<file path="src/rtl/rf_wb_arbiter.sv">
// -----------------------------------------------------------------------------
// rf_wb_arbiter
//
// Shares the register file's single write port between two writers:
//   - port A: core writeback, single cycle, never back-pressured
//   - port B: long-latency results (mul/div, load miss), valid/ready handshake
// B results are held in a small in-order FIFO and drained into write slots
// that A leaves free. If the FIFO head is denied MAX_WAIT consecutive cycles,
// it is forced through and the core is stalled for that cycle. Pending flags
// report whether a decode source register is still waiting in the FIFO.
//
// Ports:
//   clk                    system clock, rising edge
//   rst                    asynchronous active-high reset
//   a_we, a_rd, a_data     core writeback request
//   b_valid, b_rd, b_data  long-latency result, b_ready = FIFO can accept
//   rs1, rs2               decode source registers
//   rs1_pend, rs2_pend     source register targeted by a queued B entry
//   core_stall             core must hold its current instruction
//   rf_we, rf_rd, rf_wdata register file write port
// -----------------------------------------------------------------------------
module rf_wb_arbiter #(
  parameter int DEPTH    = 2,
  parameter int MAX_WAIT = 4
) (
  input  logic        clk,
  input  logic        rst,
  input  logic        a_we,
  input  logic [4:0]  a_rd,
  input  logic [31:0] a_data,
  input  logic        b_valid,
  output logic        b_ready,
  input  logic [4:0]  b_rd,
  input  logic [31:0] b_data,
  input  logic [4:0]  rs1,
  input  logic [4:0]  rs2,
  output logic        rs1_pend,
  output logic        rs2_pend,
  output logic        core_stall,
  output logic        rf_we,
  output logic [4:0]  rf_rd,
  output logic [31:0] rf_wdata
);

  localparam int PW = (DEPTH > 1) ? $clog2(DEPTH) : 1;
  localparam int CW = PW + 1;
  localparam int WW = $clog2(MAX_WAIT + 1);

  localparam logic [CW-1:0] FULL_CNT = CW'(DEPTH);
  localparam logic [WW-1:0] WAIT_MAX = WW'(MAX_WAIT);

  // FIFO storage and control state
  logic [4:0]    mem_rd_q   [DEPTH];
  logic [4:0]    mem_rd_d   [DEPTH];
  logic [31:0]   mem_data_q [DEPTH];
  logic [31:0]   mem_data_d [DEPTH];
  logic [PW-1:0] wr_ptr_q, wr_ptr_d;
  logic [PW-1:0] rd_ptr_q, rd_ptr_d;
  logic [CW-1:0] count_q, count_d;
  logic [WW-1:0] wait_cnt_q, wait_cnt_d;

  logic empty_s;
  logic full_s;
  logic force_s;
  logic grant_a_s;
  logic grant_b_s;
  logic push_s;
  logic pop_s;

  assign empty_s = (count_q == {CW{1'b0}});
  assign full_s  = (count_q == FULL_CNT);
  assign force_s = !empty_s && (wait_cnt_q >= WAIT_MAX);

  // Entries for x0 are consumed by the handshake but never stored.
  assign push_s  = b_valid && b_ready && (b_rd != 5'd0);
  assign pop_s   = grant_b_s;
  assign b_ready = !full_s && !rst;

  // Write-port grant and output mux. A write to x0 leaves the slot free for B.
  always_comb begin
    grant_a_s  = 1'b0;
    grant_b_s  = 1'b0;
    core_stall = 1'b0;
    rf_we      = 1'b0;
    rf_rd      = 5'd0;
    rf_wdata   = 32'd0;
    if (rst) begin
      grant_a_s = 1'b0;
    end else if (force_s) begin
      grant_b_s  = 1'b1;
      core_stall = 1'b1;
    end else if (a_we && (a_rd != 5'd0)) begin
      grant_a_s = 1'b1;
    end else if (!empty_s) begin
      grant_b_s = 1'b1;
    end else begin
      grant_b_s = 1'b0;
    end

    if (grant_a_s) begin
      rf_we    = 1'b1;
      rf_rd    = a_rd;
      rf_wdata = a_data;
    end else if (grant_b_s) begin
      rf_we    = 1'b1;
      rf_rd    = mem_rd_q[rd_ptr_q];
      rf_wdata = mem_data_q[rd_ptr_q];
    end else begin
      rf_we    = 1'b0;
    end
  end

  // Pending flags: compare decode sources against every live FIFO entry.
  always_comb begin
    logic [PW-1:0] off;
    rs1_pend = 1'b0;
    rs2_pend = 1'b0;
    off      = {PW{1'b0}};
    for (int i = 0; i < DEPTH; i++) begin
      // Distance from the head decides whether slot i holds a live entry.
      off = PW'(i) - rd_ptr_q;
      if ({1'b0, off} < count_q) begin
        if ((rs1 != 5'd0) && (mem_rd_q[i] == rs1)) begin
          rs1_pend = 1'b1;
        end else begin
          rs1_pend = rs1_pend;
        end
        if ((rs2 != 5'd0) && (mem_rd_q[i] == rs2)) begin
          rs2_pend = 1'b1;
        end else begin
          rs2_pend = rs2_pend;
        end
      end else begin
        off = off;
      end
    end
  end

  // FIFO next state: storage write, pointers and occupancy.
  always_comb begin
    mem_rd_d   = mem_rd_q;
    mem_data_d = mem_data_q;
    wr_ptr_d   = wr_ptr_q;
    rd_ptr_d   = rd_ptr_q;
    count_d    = count_q;
    if (push_s) begin
      mem_rd_d[wr_ptr_q]   = b_rd;
      mem_data_d[wr_ptr_q] = b_data;
      wr_ptr_d             = wr_ptr_q + PW'(1);
    end else begin
      wr_ptr_d = wr_ptr_q;
    end
    if (pop_s) begin
      rd_ptr_d = rd_ptr_q + PW'(1);
    end else begin
      rd_ptr_d = rd_ptr_q;
    end
    case ({push_s, pop_s})
      2'b10:   count_d = count_q + CW'(1);
      2'b01:   count_d = count_q - CW'(1);
      default: count_d = count_q;
    endcase
  end

  // Starvation counter: counts consecutive denied cycles of a non-empty FIFO.
  always_comb begin
    wait_cnt_d = wait_cnt_q;
    if (empty_s || grant_b_s) begin
      wait_cnt_d = {WW{1'b0}};
    end else if (wait_cnt_q < WAIT_MAX) begin
      wait_cnt_d = wait_cnt_q + WW'(1);
    end else begin
      wait_cnt_d = wait_cnt_q;
    end
  end

  // Control registers; reset discards every queued entry.
  always_ff @(posedge clk or posedge rst) begin
    if (rst) begin
      wr_ptr_q   <= {PW{1'b0}};
      rd_ptr_q   <= {PW{1'b0}};
      count_q    <= {CW{1'b0}};
      wait_cnt_q <= {WW{1'b0}};
    end else begin
      wr_ptr_q   <= wr_ptr_d;
      rd_ptr_q   <= rd_ptr_d;
      count_q    <= count_d;
      wait_cnt_q <= wait_cnt_d;
    end
  end

  // Payload storage; contents are only meaningful while counted as live.
  always_ff @(posedge clk) begin
    mem_rd_q   <= mem_rd_d;
    mem_data_q <= mem_data_d;
  end

endmodule

</file>
<file path="config.mk">
export PLATFORM = sky130hd
export DESIGN_NAME = rf_wb_arbiter
export DESIGN_NICKNAME = d
export VERILOG_FILES = /design/src/rtl/rf_wb_arbiter.sv
export SDC_FILE = /design/constraint.sdc
export NUM_CORES = 1
export LEC_CHECK = 0
export ABC_AREA = 1
export BUFFER_PORTS_ARGS = -buffer_cell sky130_fd_sc_hd__buf_2
export CAP_MARGIN = 10
export CORE_MARGIN = 10
export CORE_UTILIZATION = 52
export CTS_BUF_LIST = sky130_fd_sc_hd__clkbuf_4 sky130_fd_sc_hd__clkbuf_8
export DETAILED_ROUTE_END_ITERATION = 10
export PLACE_DENSITY = 0.82
export REMOVE_ABC_BUFFERS = 1
export SLEW_MARGIN = 20
export SYNTH_ARGS = -nofsm -noshare
export SYNTH_HDL_FRONTEND = slang
export SYNTH_SLANG_ARGS = --single-unit
export TNS_END_PERCENT = 30
</file>
<file path="constraint.sdc">
create_clock -name clk -period 3.6 [get_ports clk]
set_input_delay 0.72 -clock clk [delete_from_list [all_inputs] [get_ports clk]]
set_output_delay 0.72 -clock clk [all_outputs]
set_load 0.05 [all_outputs]
</file>
==> impl_metrics.sql <==
INSERT INTO impl_metrics (metric_group, metric, value, unit) VALUES
('run_status', 'status', 'completed', ''),
('hold_path', 'worstHoldPathType', 'primary input to asynchronous set/reset pin', ''),
('logic_synthesis', 'syn_area_per_cell', '9.28', 'um^2'),
('critical_path', 'crit_path_end_kind', 'output port', ''),
('sta', 'hold_fails_final_rpt', '0', ''),
('global_route', 'grt_max_degree', '40', ''),
('sta', 'tmin_final', '3110', 'ps'),
('sta', 'final-max-slew-violation-count', '0', ''),
('routing', 'via_count', '3186', ''),
('sta', 'report.final.setup_viol', '0', ''),
('logic_synthesis', 'post_synth_inst_count', '420', ''),
('global_route', 'antenna_found_initial', '0', ''),
('routing', 'first_drt_iteration_drcs', '177', ''),
('clock_tree', 'cts.repair_timing.setup_buffer_count', '0', ''),
('logic_synthesis', 'netlist-cell-type-count', '26', ''),
('routing', 'detail_route.vias_per_cell', '4.87', ''),
('die', 'floorplan.die_area', '11400', 'um^2'),
('power', 'max-vdd-ir-drop', '0.459', 'mV'),
('critical_path', 'worst-endpoint-arrival', '2390', 'ps'),
('routing', 'detail_route.first_pass.iterations', '4', ''),
('clock_tree', 'post_cts_hold_buffer_count', '0', ''),
('logic_synthesis', 'yosysSeqAreaShare', '61.5', '%'),
('clock_tree', 'clock_sinks', '81', ''),
('clock_tree', 'cts-htree-levels', '3', ''),
('logic_synthesis', 'synth_compound_gate_area_share', '1.57', '%'),
('logic_synthesis', 'post_synth_instance_area', '3900', 'um^2'),
('clock_tree', 'cts_tree', 'done', ''),
('die', 'ioPinCount', '130', ''),
('power', 'net-switching-power', '1.44', 'mW'),
('power', 'total_leakage_power', '2.39', 'nW'),
('clock_tree', 'clock_buffers_created_by_tritoncts', '9', ''),
('routing', 'drcViolationCount', '0', ''),
('finish', 'multiInputGateArea', '1340', 'um^2'),
('global_route', 'grt_remaining_overflow', '0', ''),
('logic_synthesis', 'synth_adder_area_share', '0.642', '%'),
('finish', 'fillCellCount', '597', ''),
('power', 'p_sw_share', '41.7', '%'),
('sta', 'rsz_0062_raised_after_global_routing', 'no', ''),
('global_route', 'via_count_of_the_first_global_routing_pass', '3284', ''),
('critical_path', 'critical_path.max_fanout', '39', ''),
('finish', 'post-route-util', '67.1', '%'),
('logic_synthesis', 'yosys_warnings', '0', ''),
('die', 'placementRows', '31', ''),
('sta', 'fin_crit_sh', '86.3', '%'),
('placement', 'dp.final_hpwl', '7.06', 'mm'),
('routing', 'totalWireLength', '9.50', 'mm'),
('placement', 'pre_cts_ws', '470', 'ps'),
('power', 'power.combinational.fraction', '41.2', '%'),
('clock_tree', 'clk_latency', '340', 'ps'),
('placement', 'gpl.final_weighted_congestion', '0.860', ''),
('die', 'starting_density', '53.8', '%'),
('routing', 'antenna_violating_nets_post_route', '0', ''),
('sta', 'timing.slew.headroom', '53.0', '%'),
('power', 'cell_internal_pwr', '2.01', 'mW'),
('routing', 'routed_wire_length_per_instance', '14.5', 'um'),
('sta', 'fin_setup_tns', '0', 'ps'),
('global_route', 'wire_length_of_the_first_global_routing_pass', '15.2', 'mm'),
('job', 'drv_cap', '0', ''),
('logic_synthesis', 'portion_of_netlist_area_occupied_by_mux_cells', '0', '%'),
('die', 'core-area', '7250', 'um^2'),
('clock_tree', 'cts_buffer_depth', '2', ''),
('sta', 'post-route-worst-setup-slack', '493', 'ps'),
('die', 'die_w', '107', 'um'),
('clock_tree', 'clk_root_buffer_cell', 'clkbuf_8', ''),
('power', 'power.clock.fraction', '22.5', '%'),
('power', 'sequential_cell_fraction_of_total_power', '36.3', '%'),
('clock_tree', 'cts_resized', '0', ''),
('placement', 'placement.io_buffers', '129', ''),
('critical_path', 'type_of_the_worst_setup_path', 'primary input to output port', ''),
('logic_synthesis', 'synth_top_family_by_area', 'simple AND/OR/NAND/NOR gates', ''),
('sta', 'f_max', '0.322', 'GHz');
## logic make-up after synthesis
kind of cell	Yosys count
AOI/OAI and AO/OA	12
and+or+nand+nor	272
DFF	81
buffers and inverters	33
xor gates and xnor gates	20
adders and majority gates	2
## worst paths after layout
| check | depth (start not counted) | slack (ps) | from | endpoint |
|---|---|---|---|---|
| min reg2reg | 2 | 470 | wr_ptr_q | wr_ptr_q |
| max reg2reg | 6 | 1400 | count_q[0] | mem_rd_q[4] |
| max | 9 | 490 | a_rd[3] | rf_wdata[2] |
| max in group asynchronous | 2 | 3010 | rst | wr_ptr_q |
| min | 2 | 390 | rst | count_q[0] |
| min in group clk | 2 | 470 | wr_ptr_q | wr_ptr_q |
## per-stage QoR
| step | instance area (um^2) | power [mW] | std cells |
|---|---|---|---|
| 6_report | 4870 | 3.44 | 654 |
| 5_1_grt | 4860 | 3.65 | 653 |
| 4_1_cts | 4860 | 3.47 | 653 |
| 3_5_place_dp | 4630 | 2.70 | 637 |
| 3_3_place_gp | 4630 | 2.66 | 637 |
| 2_1_floorplan | 3790 | 2.29 | 403 |
## cell usage after synthesis
cell type / number / share of area [%]
buf_4: 1 / 0.19
or2_2: 1 / 0.16
buf_1: 2 / 0.19
nor3_4: 1 / 0.42
and2_1: 1 / 0.16
ha_1: 2 / 0.64
nor3_1: 4 / 0.51
xnor2_1: 2 / 0.45
buf_2: 7 / 0.90
edfxtp_1: 74 / 57
nor2_2: 1 / 0.16
inv_1: 15 / 1.4
nor3b_1: 1 / 0.19
nor2_4: 1 / 0.29
o21ai_0: 4 / 0.51
clkbuf_1: 3 / 0.29
nand3_1: 9 / 1.2
nor2_1: 19 / 1.8
xor2_1: 18 / 4.0
a31oi_1: 1 / 0.16
nand2_1: 232 / 22
nand4_1: 2 / 0.32
dfrtp_1: 7 / 4.5
inv_2: 1 / 0.096
a21oi_1: 7 / 0.90
buf_6: 4 / 1.2
## sequential cells by signal (all words and copies together), names as in the netlist
name        cells
mem_data_q     64
rd_ptr_q        1
count_q         2
wait_cnt_q      3
mem_rd_q       10
wr_ptr_q        1
## worst max-delay path: stages
cell	delay [ps]
buf_2	100
nor2_1	150
nand3_1	110
nand3_1	80
nand2_1	120
inv_2	520
nand2_1	180
nand2_1	130
buf_2	270
## metal layers
metal	vias up	part of all wire [%]	GRT usage (%)
li1	1608	-	-
met1	1436	40	19.2
met2	130	48	26.8
met3	12	10	6.47
met4	0	1.1	5.22
met5	-	0	0
## power by group through the flow
stage / combinational [mW] / sequential (mW) / clock (mW)
floorplan: 0.990 / 1.30 / 0
finish: 1.42 / 1.25 / 0.774
global route: 1.57 / 1.26 / 0.823
detailed placement: 1.43 / 1.27 / 0
CTS: 1.44 / 1.25 / 0.782
global placement: 1.40 / 1.26 / 0
## cells in the final DEF, fill, tap and decap left out
cell and instances:
nor2_4 2, dfrtp_1 7, xor2_1 18, buf_12 1, nand2_1 232, xnor2_1 2
nor2_2 1, clkinv_4 1, clkbuf_4 1, bufinv_16 3, nor3_4 1, nand4_1 2
o21ai_0 4, nand3_1 9, ha_1 2, and2_1 1, nor3b_1 1, a21oi_1 7
buf_2 129, a31oi_1 1, nor2_1 18, edfxtp_1 74, clkbuf_8 9, buf_4 5
or2_2 1, inv_2 1, nor3_1 4, clkinv_1 2, inv_1 15, diode_2 1
## layout make-up
type	instances	share of cell area, %
antenna	1	0.0514
sequential	81	49.3
multi-input combinational	306	27.6
clock inverter	6	2.19
inverter	16	1.23
clock buffer	10	2.70
tap	99	2.54
timing repair buffer	135	14.4
(Power assumes the default switching activity.)
